==> config.mk <==
export PLATFORM = sky130hd
export DESIGN_NAME = seq_alu
export DESIGN_NICKNAME = d
export VERILOG_FILES = /design/src/rtl/seq_alu.sv
export SDC_FILE = /design/constraint.sdc
export NUM_CORES = 1
export LEC_CHECK = 0
export ABC_AREA = 1
export BUFFER_PORTS_ARGS = -buffer_cell sky130_fd_sc_hd__buf_2
export CAP_MARGIN = 20
export CORE_AREA = 2 2 288 290
export CTS_BUF_LIST = sky130_fd_sc_hd__clkbuf_4
export DETAILED_ROUTE_END_ITERATION = 12
export DIE_AREA = 0 0 290 292
export SYNTH_ARGS = -nofsm -noshare
export SYNTH_HDL_FRONTEND = slang
export SYNTH_SLANG_ARGS = --single-unit
==> constraint.sdc <==
create_clock -name clk -period 3.7 [get_ports clk]
set_input_delay 0.37 -clock clk [delete_from_list [all_inputs] [get_ports clk]]
set_output_delay 0.37 -clock clk [all_outputs]
set_load 0.02 [all_outputs]
==> src/rtl/seq_alu.sv <==
// seq_alu: multi-cycle ALU for the CPU datapath.
// Logic, shift, rotate, add, sub, neg and not complete in a single cycle.
// Signed multiply (radix-2 Booth) and signed divide (restoring division on
// magnitudes) iterate one bit per cycle and return a 2*WIDTH result on hi/lo.
// A start/busy/done handshake lets the control unit stall while an iterative
// operation is in flight.
module seq_alu #(
  parameter int WIDTH = 32
) (
  input  logic             clk,
  input  logic             clear,
  input  logic             start,
  input  logic [4:0]       opcode,
  input  logic [WIDTH-1:0] A,
  input  logic [WIDTH-1:0] B,
  output logic [WIDTH-1:0] lo,
  output logic [WIDTH-1:0] hi,
  output logic             busy,
  output logic             done,
  output logic             zero,
  output logic             carry,
  output logic             div0,
  output logic             illegal
);

  localparam int SH = $clog2(WIDTH);

  localparam logic [4:0] OP_ADD  = 5'b00011;
  localparam logic [4:0] OP_SUB  = 5'b00100;
  localparam logic [4:0] OP_AND  = 5'b00101;
  localparam logic [4:0] OP_OR   = 5'b00110;
  localparam logic [4:0] OP_SHR  = 5'b00111;
  localparam logic [4:0] OP_SHRA = 5'b01000;
  localparam logic [4:0] OP_SHL  = 5'b01001;
  localparam logic [4:0] OP_ROR  = 5'b01010;
  localparam logic [4:0] OP_ROL  = 5'b01011;
  localparam logic [4:0] OP_MUL  = 5'b01111;
  localparam logic [4:0] OP_DIV  = 5'b10000;
  localparam logic [4:0] OP_NEG  = 5'b10001;
  localparam logic [4:0] OP_NOT  = 5'b10010;

  typedef enum logic [1:0] {IDLE, RUN, DONE} state_t;

  // Everything that is published at completion, held until the next one.
  typedef struct packed {
    logic [WIDTH-1:0] lo;
    logic [WIDTH-1:0] hi;
    logic             z;
    logic             c;
    logic             d0;
    logic             ill;
  } res_t;

  state_t state, state_nx;
  res_t   res, r1, rf;

  // Iterative datapath. For mul: acc:mq:q1 is the Booth shift register and
  // m the multiplicand. For div: acc holds the partial remainder, mq the
  // dividend bits shifting out / quotient bits shifting in, m the divisor
  // magnitude.
  logic [WIDTH:0]   acc, acc_nx;
  logic [WIDTH-1:0] mq, mq_nx;
  logic             q1, q1_nx;
  logic [WIDTH-1:0] m;
  logic [SH-1:0]    cnt;
  logic             fin;
  logic             op_mul;
  logic             neg_q, neg_r;

  logic             accept, is_mul, is_div, b_zero, iter_op;
  logic [SH-1:0]    amt;
  logic [WIDTH:0]   addw, subw;
  logic [WIDTH-1:0] rotr, rotl;
  logic [WIDTH-1:0] a_mag, b_mag;
  logic [WIDTH:0]   booth, dsh, ddiff;

  assign accept  = start && (state != RUN);
  assign is_mul  = (opcode == OP_MUL);
  assign is_div  = (opcode == OP_DIV);
  assign b_zero  = (B == '0);
  // div by zero completes in one cycle like the plain ALU ops
  assign iter_op = is_mul || (is_div && !b_zero);
  assign amt     = B[SH-1:0];
  assign a_mag   = A[WIDTH-1] ? ('0 - A) : A;
  assign b_mag   = B[WIDTH-1] ? ('0 - B) : B;

  // Single-cycle results, computed straight from the inputs at acceptance.
  always_comb begin
    r1   = '0;
    addw = {1'b0, A} + {1'b0, B};
    subw = {1'b0, A} + {1'b0, ~B} + (WIDTH+1)'(1);
    rotr = WIDTH'({A, A} >> amt);
    rotl = WIDTH'(({A, A} << amt) >> WIDTH);
    case (opcode)
      OP_ADD:  begin r1.lo = addw[WIDTH-1:0]; r1.c = addw[WIDTH]; end
      OP_SUB:  begin r1.lo = subw[WIDTH-1:0]; r1.c = subw[WIDTH]; end
      OP_AND:  r1.lo = A & B;
      OP_OR:   r1.lo = A | B;
      OP_SHR:  r1.lo = A >> amt;
      OP_SHRA: r1.lo = $signed(A) >>> amt;
      OP_SHL:  r1.lo = A << amt;
      OP_ROR:  r1.lo = rotr;
      OP_ROL:  r1.lo = rotl;
      OP_NEG:  r1.lo = '0 - A;
      OP_NOT:  r1.lo = ~A;
      OP_MUL:  r1.ill = 1'b0;
      // only consulted when B == 0; nonzero divisors take the RUN path
      OP_DIV:  begin r1.lo = '1; r1.hi = A; r1.d0 = 1'b1; end
      default: r1.ill = 1'b1;
    endcase
    r1.z = (r1.lo == '0);
  end

  // One Booth step or one restoring-division step per cycle.
  always_comb begin
    booth = acc;
    case ({mq[0], q1})
      2'b01:   booth = acc + {m[WIDTH-1], m};
      2'b10:   booth = acc - {m[WIDTH-1], m};
      default: booth = acc;
    endcase
    dsh   = {acc[WIDTH-1:0], mq[WIDTH-1]};
    ddiff = dsh - {1'b0, m};
    if (op_mul) begin
      {acc_nx, mq_nx, q1_nx} = {booth[WIDTH], booth, mq};
    end else if (!ddiff[WIDTH]) begin
      acc_nx = {1'b0, ddiff[WIDTH-1:0]};
      mq_nx  = {mq[WIDTH-2:0], 1'b1};
      q1_nx  = q1;
    end else begin
      acc_nx = dsh;
      mq_nx  = {mq[WIDTH-2:0], 1'b0};
      q1_nx  = q1;
    end
  end

  // Final mul/div result; divide gets its sign fix-up here.
  always_comb begin
    rf = '0;
    if (op_mul) begin
      rf.lo = mq;
      rf.hi = acc[WIDTH-1:0];
      rf.z  = ({acc[WIDTH-1:0], mq} == '0);
    end else begin
      rf.lo = neg_q ? ('0 - mq) : mq;
      rf.hi = neg_r ? ('0 - acc[WIDTH-1:0]) : acc[WIDTH-1:0];
      rf.z  = (rf.lo == '0);
    end
  end

  // State register.
  always_ff @(posedge clk or negedge clear) begin
    if (!clear) state <= IDLE;
    else        state <= state_nx;
  end

  // Next state and handshake outputs; DONE accepts a new op like IDLE.
  always_comb begin
    state_nx = state;
    busy     = 1'b0;
    done     = 1'b0;
    case (state)
      IDLE, DONE: begin
        done     = (state == DONE);
        state_nx = start ? (iter_op ? RUN : DONE) : IDLE;
      end
      RUN: begin
        busy = 1'b1;
        if (fin) state_nx = DONE;
      end
      default: state_nx = IDLE;
    endcase
  end

  // Operand capture, iteration and result publication.
  always_ff @(posedge clk or negedge clear) begin
    if (!clear) begin
      res    <= '0;
      acc    <= '0;
      mq     <= '0;
      q1     <= 1'b0;
      m      <= '0;
      cnt    <= '0;
      fin    <= 1'b0;
      op_mul <= 1'b0;
      neg_q  <= 1'b0;
      neg_r  <= 1'b0;
    end else if (accept) begin
      if (iter_op) begin
        cnt    <= SH'(WIDTH-1);
        fin    <= 1'b0;
        op_mul <= is_mul;
        acc    <= '0;
        q1     <= 1'b0;
        mq     <= is_mul ? B : a_mag;
        m      <= is_mul ? A : b_mag;
        neg_q  <= A[WIDTH-1] ^ B[WIDTH-1];
        neg_r  <= A[WIDTH-1];
      end else begin
        res <= r1;
      end
    end else if (state == RUN) begin
      if (!fin) begin
        // the step taken with cnt == 0 is the last; one more cycle publishes
        acc <= acc_nx;
        mq  <= mq_nx;
        q1  <= q1_nx;
        cnt <= cnt - 1'b1;
        fin <= (cnt == '0);
      end else begin
        res <= rf;
        fin <= 1'b0;
      end
    end
  end

  assign lo      = res.lo;
  assign hi      = res.hi;
  assign zero    = res.z;
  assign carry   = res.c;
  assign div0    = res.d0;
  assign illegal = res.ill;

endmodule

==> summary.md <==
| Metric | Value |
|---|---|
| Yosys cell types | 58 |
| Violated checks | setup timing |
| R2r startpoint | m[0] |
| Synth-to-layout area growth | 25.9% |
| Placer's final routability congestion estimate | 1.11 |
| Vias in the first global route | 36.4k |
| Lkg Pwr | 17.9 nW |
| Cell taking the most area after synthesis | nand2_1 |
| Final wirelength | 169 mm |
| Measured slew at the worst slew-check pin | 953 ps |
| Syn avg cell area | 5.64 µm² |
| Worst-path clk slew | 190 ps |
| Starting Density | 0.348 |
| GRT Total Usage | 0.385 |
| CORE AREA | 0.0816 mm² |
| RSZ-0062 raised after global routing | true |
| Power density cells | 591 mW/mm² |
| Synth top area share | 0.169 |
| Fmax achieved | 251 MHz |
| CTS Buf Count | 17 |
| CP arrival | 4670 ps |
| Remaining antenna violation count after routing | 0 |
| Min Tclk post-route | 3990 ps |
| Most area-consuming cells after synthesis | nand2_1 (17%), dfrtp_1 (16%), nand3_1 (14%) |
| Yosys warnings | 0 |
| Buffer depth of the longest clock path | 2 |
| Crit path kind | reg -> reg |
| Rows | 105 |
| Pint | 0.00940 W |
| # fillers | 9077 |
| Seq/Total Area, Yosys | 0.156 |
| Routed len/inst | 25.3 µm |
| Final critical-path share of the clock period | 1.08 |
| Yosys reg bits | 177 |
| Post-Syn Nets | 5290 |
| Comb pwr share | 0.784 |
| Top-count cell post-synth | nand2_1 |
| Via-per-instance ratio | 5.81 |
| Initial antenna violation count | 6 |
| Register share of total power | 0.154 |
| Finished Layout Cells | 6694 |
| P_sw | 0.0117 W |
| Hold Crit Class | in -> reg |
| Layout cell share with drive strength beyond 1 | 0.179 |
| CP Launch Type | register |
| Root buf cell | clkbuf_4 |
| Worst Hold End | hi[30] |
| Fin. max-slew vios | 0 |
| Syn Std Cell Area | 0.0284 mm² |
| DIE WIDTH | 290 µm |
| Overall overflow remaining after global route | 0 |
| Max-slew headroom | 0.358 |
| Commonest cells post-synth | nand2_1 (1279), nand3_1 (767), nor2_1 (529) |
| # H-tree levels | 4 |
| Fin nets | 5863 |
| Clock power share | 0.062 |
| Port Buf Inserts | 141 |
| Number of synthesized flops with an enable pin | 0 |
| Clock sinks | 177 |
| Die Height | 292 µm |
| Critical path data required time | 4390 ps |
| Drc violations | 0 |
| Worst vdd rail ir drop | 0.325 mV |
| Hold Path Stages | 3 |
| Setup Viol. Count Final | 13 |
| Clock skew | 38.3 ps |
| Global-route wire length before repair | 242 mm |
| Inst Count DP | 6622 |
| Vias after detailed routing | 38.9k |
| Setup ws final | -285 ps |
| Synth async-reset ratio | 1.00 |
| Setup TNS | -1750 ps |
| Reg-to-reg endpoint | acc[27] |
| CTS tree | done |
| Pin count of the biggest net entering global routing | 100 |
| Count of final hold-check violations | 0 |
| Synth Flop Type | dfrtp_1 |
| IO Pins | 142 |
| Switch share | 0.555 |
| Total Die Area | 0.0847 mm² |
| Worst R2R Path Depth | 23 |
| Outcome | finished, violations left |
| R2R setup slack | -290 ps |
| CP max FO | 4 |
| Dpl hpwl | 137 mm |
| Max_cap viols | 0 |
| Hold_sp | A[30] |
| Syn Inst Count | 5034 |
| Clock latency on the worst-skew pair | 780 ps |
| Critical Path End Type | register |
| 1st-iter DRT viols | 4622 |
| DR pass1 iterations | 6 |
[registers in the layout, summed over array words and instances, names as in the netlist, 2 cells and up]
name   flops
acc       33
hi        32
lo        32
m         32
mq        32
cnt        5
state      2
[what timing repair did]
| item | in CTS | in global routing |
|---|---|---|
| gates resized for setup | 65 | 137 |
| hold endpoints to repair | 98 | 0 |
| hold buffers | 2 | 0 |
| gates cloned | 0 | 2 |
| setup endpoints to repair | 27 | 34 |
| setup buffers | 6 | 28 |
| pin swaps | 36 | 63 |
[per-layer routing]
| metal | vias to the layer above | share of wire | routed length [µm] | track usage |
|---|---|---|---|---|
| li1 | 18111 | - | - | - |
| met1 | 18142 | 0.40 | 67100 | 0.488 |
| met2 | 2171 | 0.42 | 71300 | 0.586 |
| met3 | 446 | 0.096 | 16300 | 0.0757 |
| met4 | 6 | 0.087 | 14700 | 0.278 |
| met5 | - | 0.00025 | 43 | 0 |
[worst max path at each step]
stage	start	endpoint	slack [ps]	depth (start not counted)
after floorplan	m[1]	acc[27]	20	25
after global placement	m[1]	acc[25]	-570	27
after detailed placement	m[1]	acc[27]	-580	27
after CTS	m[0]	acc[32]	-310	29
after global routing	m[1]	acc[32]	-540	27
final	m[0]	acc[27]	-290	23
[cells by family after synthesis]
logic type / after synthesis / synth area share
AND/OR/NAND/NOR: 2788 / 0.422
AO/OA/AOI/OAI: 1034 / 0.203
buffers and inverters: 732 / 0.0997
adder cells (fa/ha/maj): 184 / 0.0822
flip-flops: 177 / 0.156
XOR/XNOR: 119 / 0.0367
[layout by cell type, fill, tap and decap left out, drive strengths merged, types with 34 or more instances in the layout]
cell type  Yosys  final
nand2       1286   1286
buf           71    784
nand3        770    770
nor2         533    533
inv          487    496
o21ai        433    433
a21oi        372    372
ha           180    180
dfrtp        177    177
xor2          98     98
nand4         84     84
nor3          68     68
o211ai        47     47
o22ai         40     40
a31oi         34     34
[critical path, cell delays in order, from the launching register on]
cell	delay [ps]
dfrtp_1	440
inv_2	90
buf_6	110
ha_4	140
nand3_4	80
nor3_4	190
inv_2	80
nor3_2	180
nand2_1	100
nor2_2	180
nand3_2	110
o41ai_2	330
xor2_1	180
ha_1	320
nand2_2	140
o21ai_1	120
a221oi_2	310
nand2_2	120
buf_6	130
or2_4	220
nand3_2	50
o211ai_1	110
nand3_1	100
o21ai_1	70
[cell type report]
type                            instances  area [µm²]  area share
Antenna cell                            4        10.0    0.000280
Timing Repair Buffer                  788        6000       0.168
Tap cell                             1070        1340      0.0375
Multi-Input combinational cell       4125       21700       0.609
Clock buffer                           17         128     0.00357
Inverter                              498        1880      0.0526
Sequential cell                       177        4440       0.124
Clock inverter                         15         191     0.00536
[through the flow]
stage          cell area [µm²]  setup slack [ps]   util  power, W  hold slack [ps]
2_1_floorplan            28400              20.1      -    0.0117             74.4
3_3_place_gp             34400              -571  0.422    0.0177              450
3_5_place_dp             34400              -583  0.422    0.0177              458
4_1_cts                  35000              -310  0.429    0.0194             22.3
5_1_grt                  35700              -541  0.438    0.0226             85.9
6_report                 35700              -285  0.438    0.0211              108
[power groups by stage]
stage                     logic [W]  registers, W  clock network (W)
after CTS                    0.0148       0.00321            0.00133
after global placement       0.0145       0.00325                  0
after detailed placement     0.0145       0.00325                  0
after floorplan             0.00829       0.00339                  0
final                        0.0166       0.00325            0.00131
after global routing         0.0179       0.00331            0.00139
(Power assumes the default switching activity.)
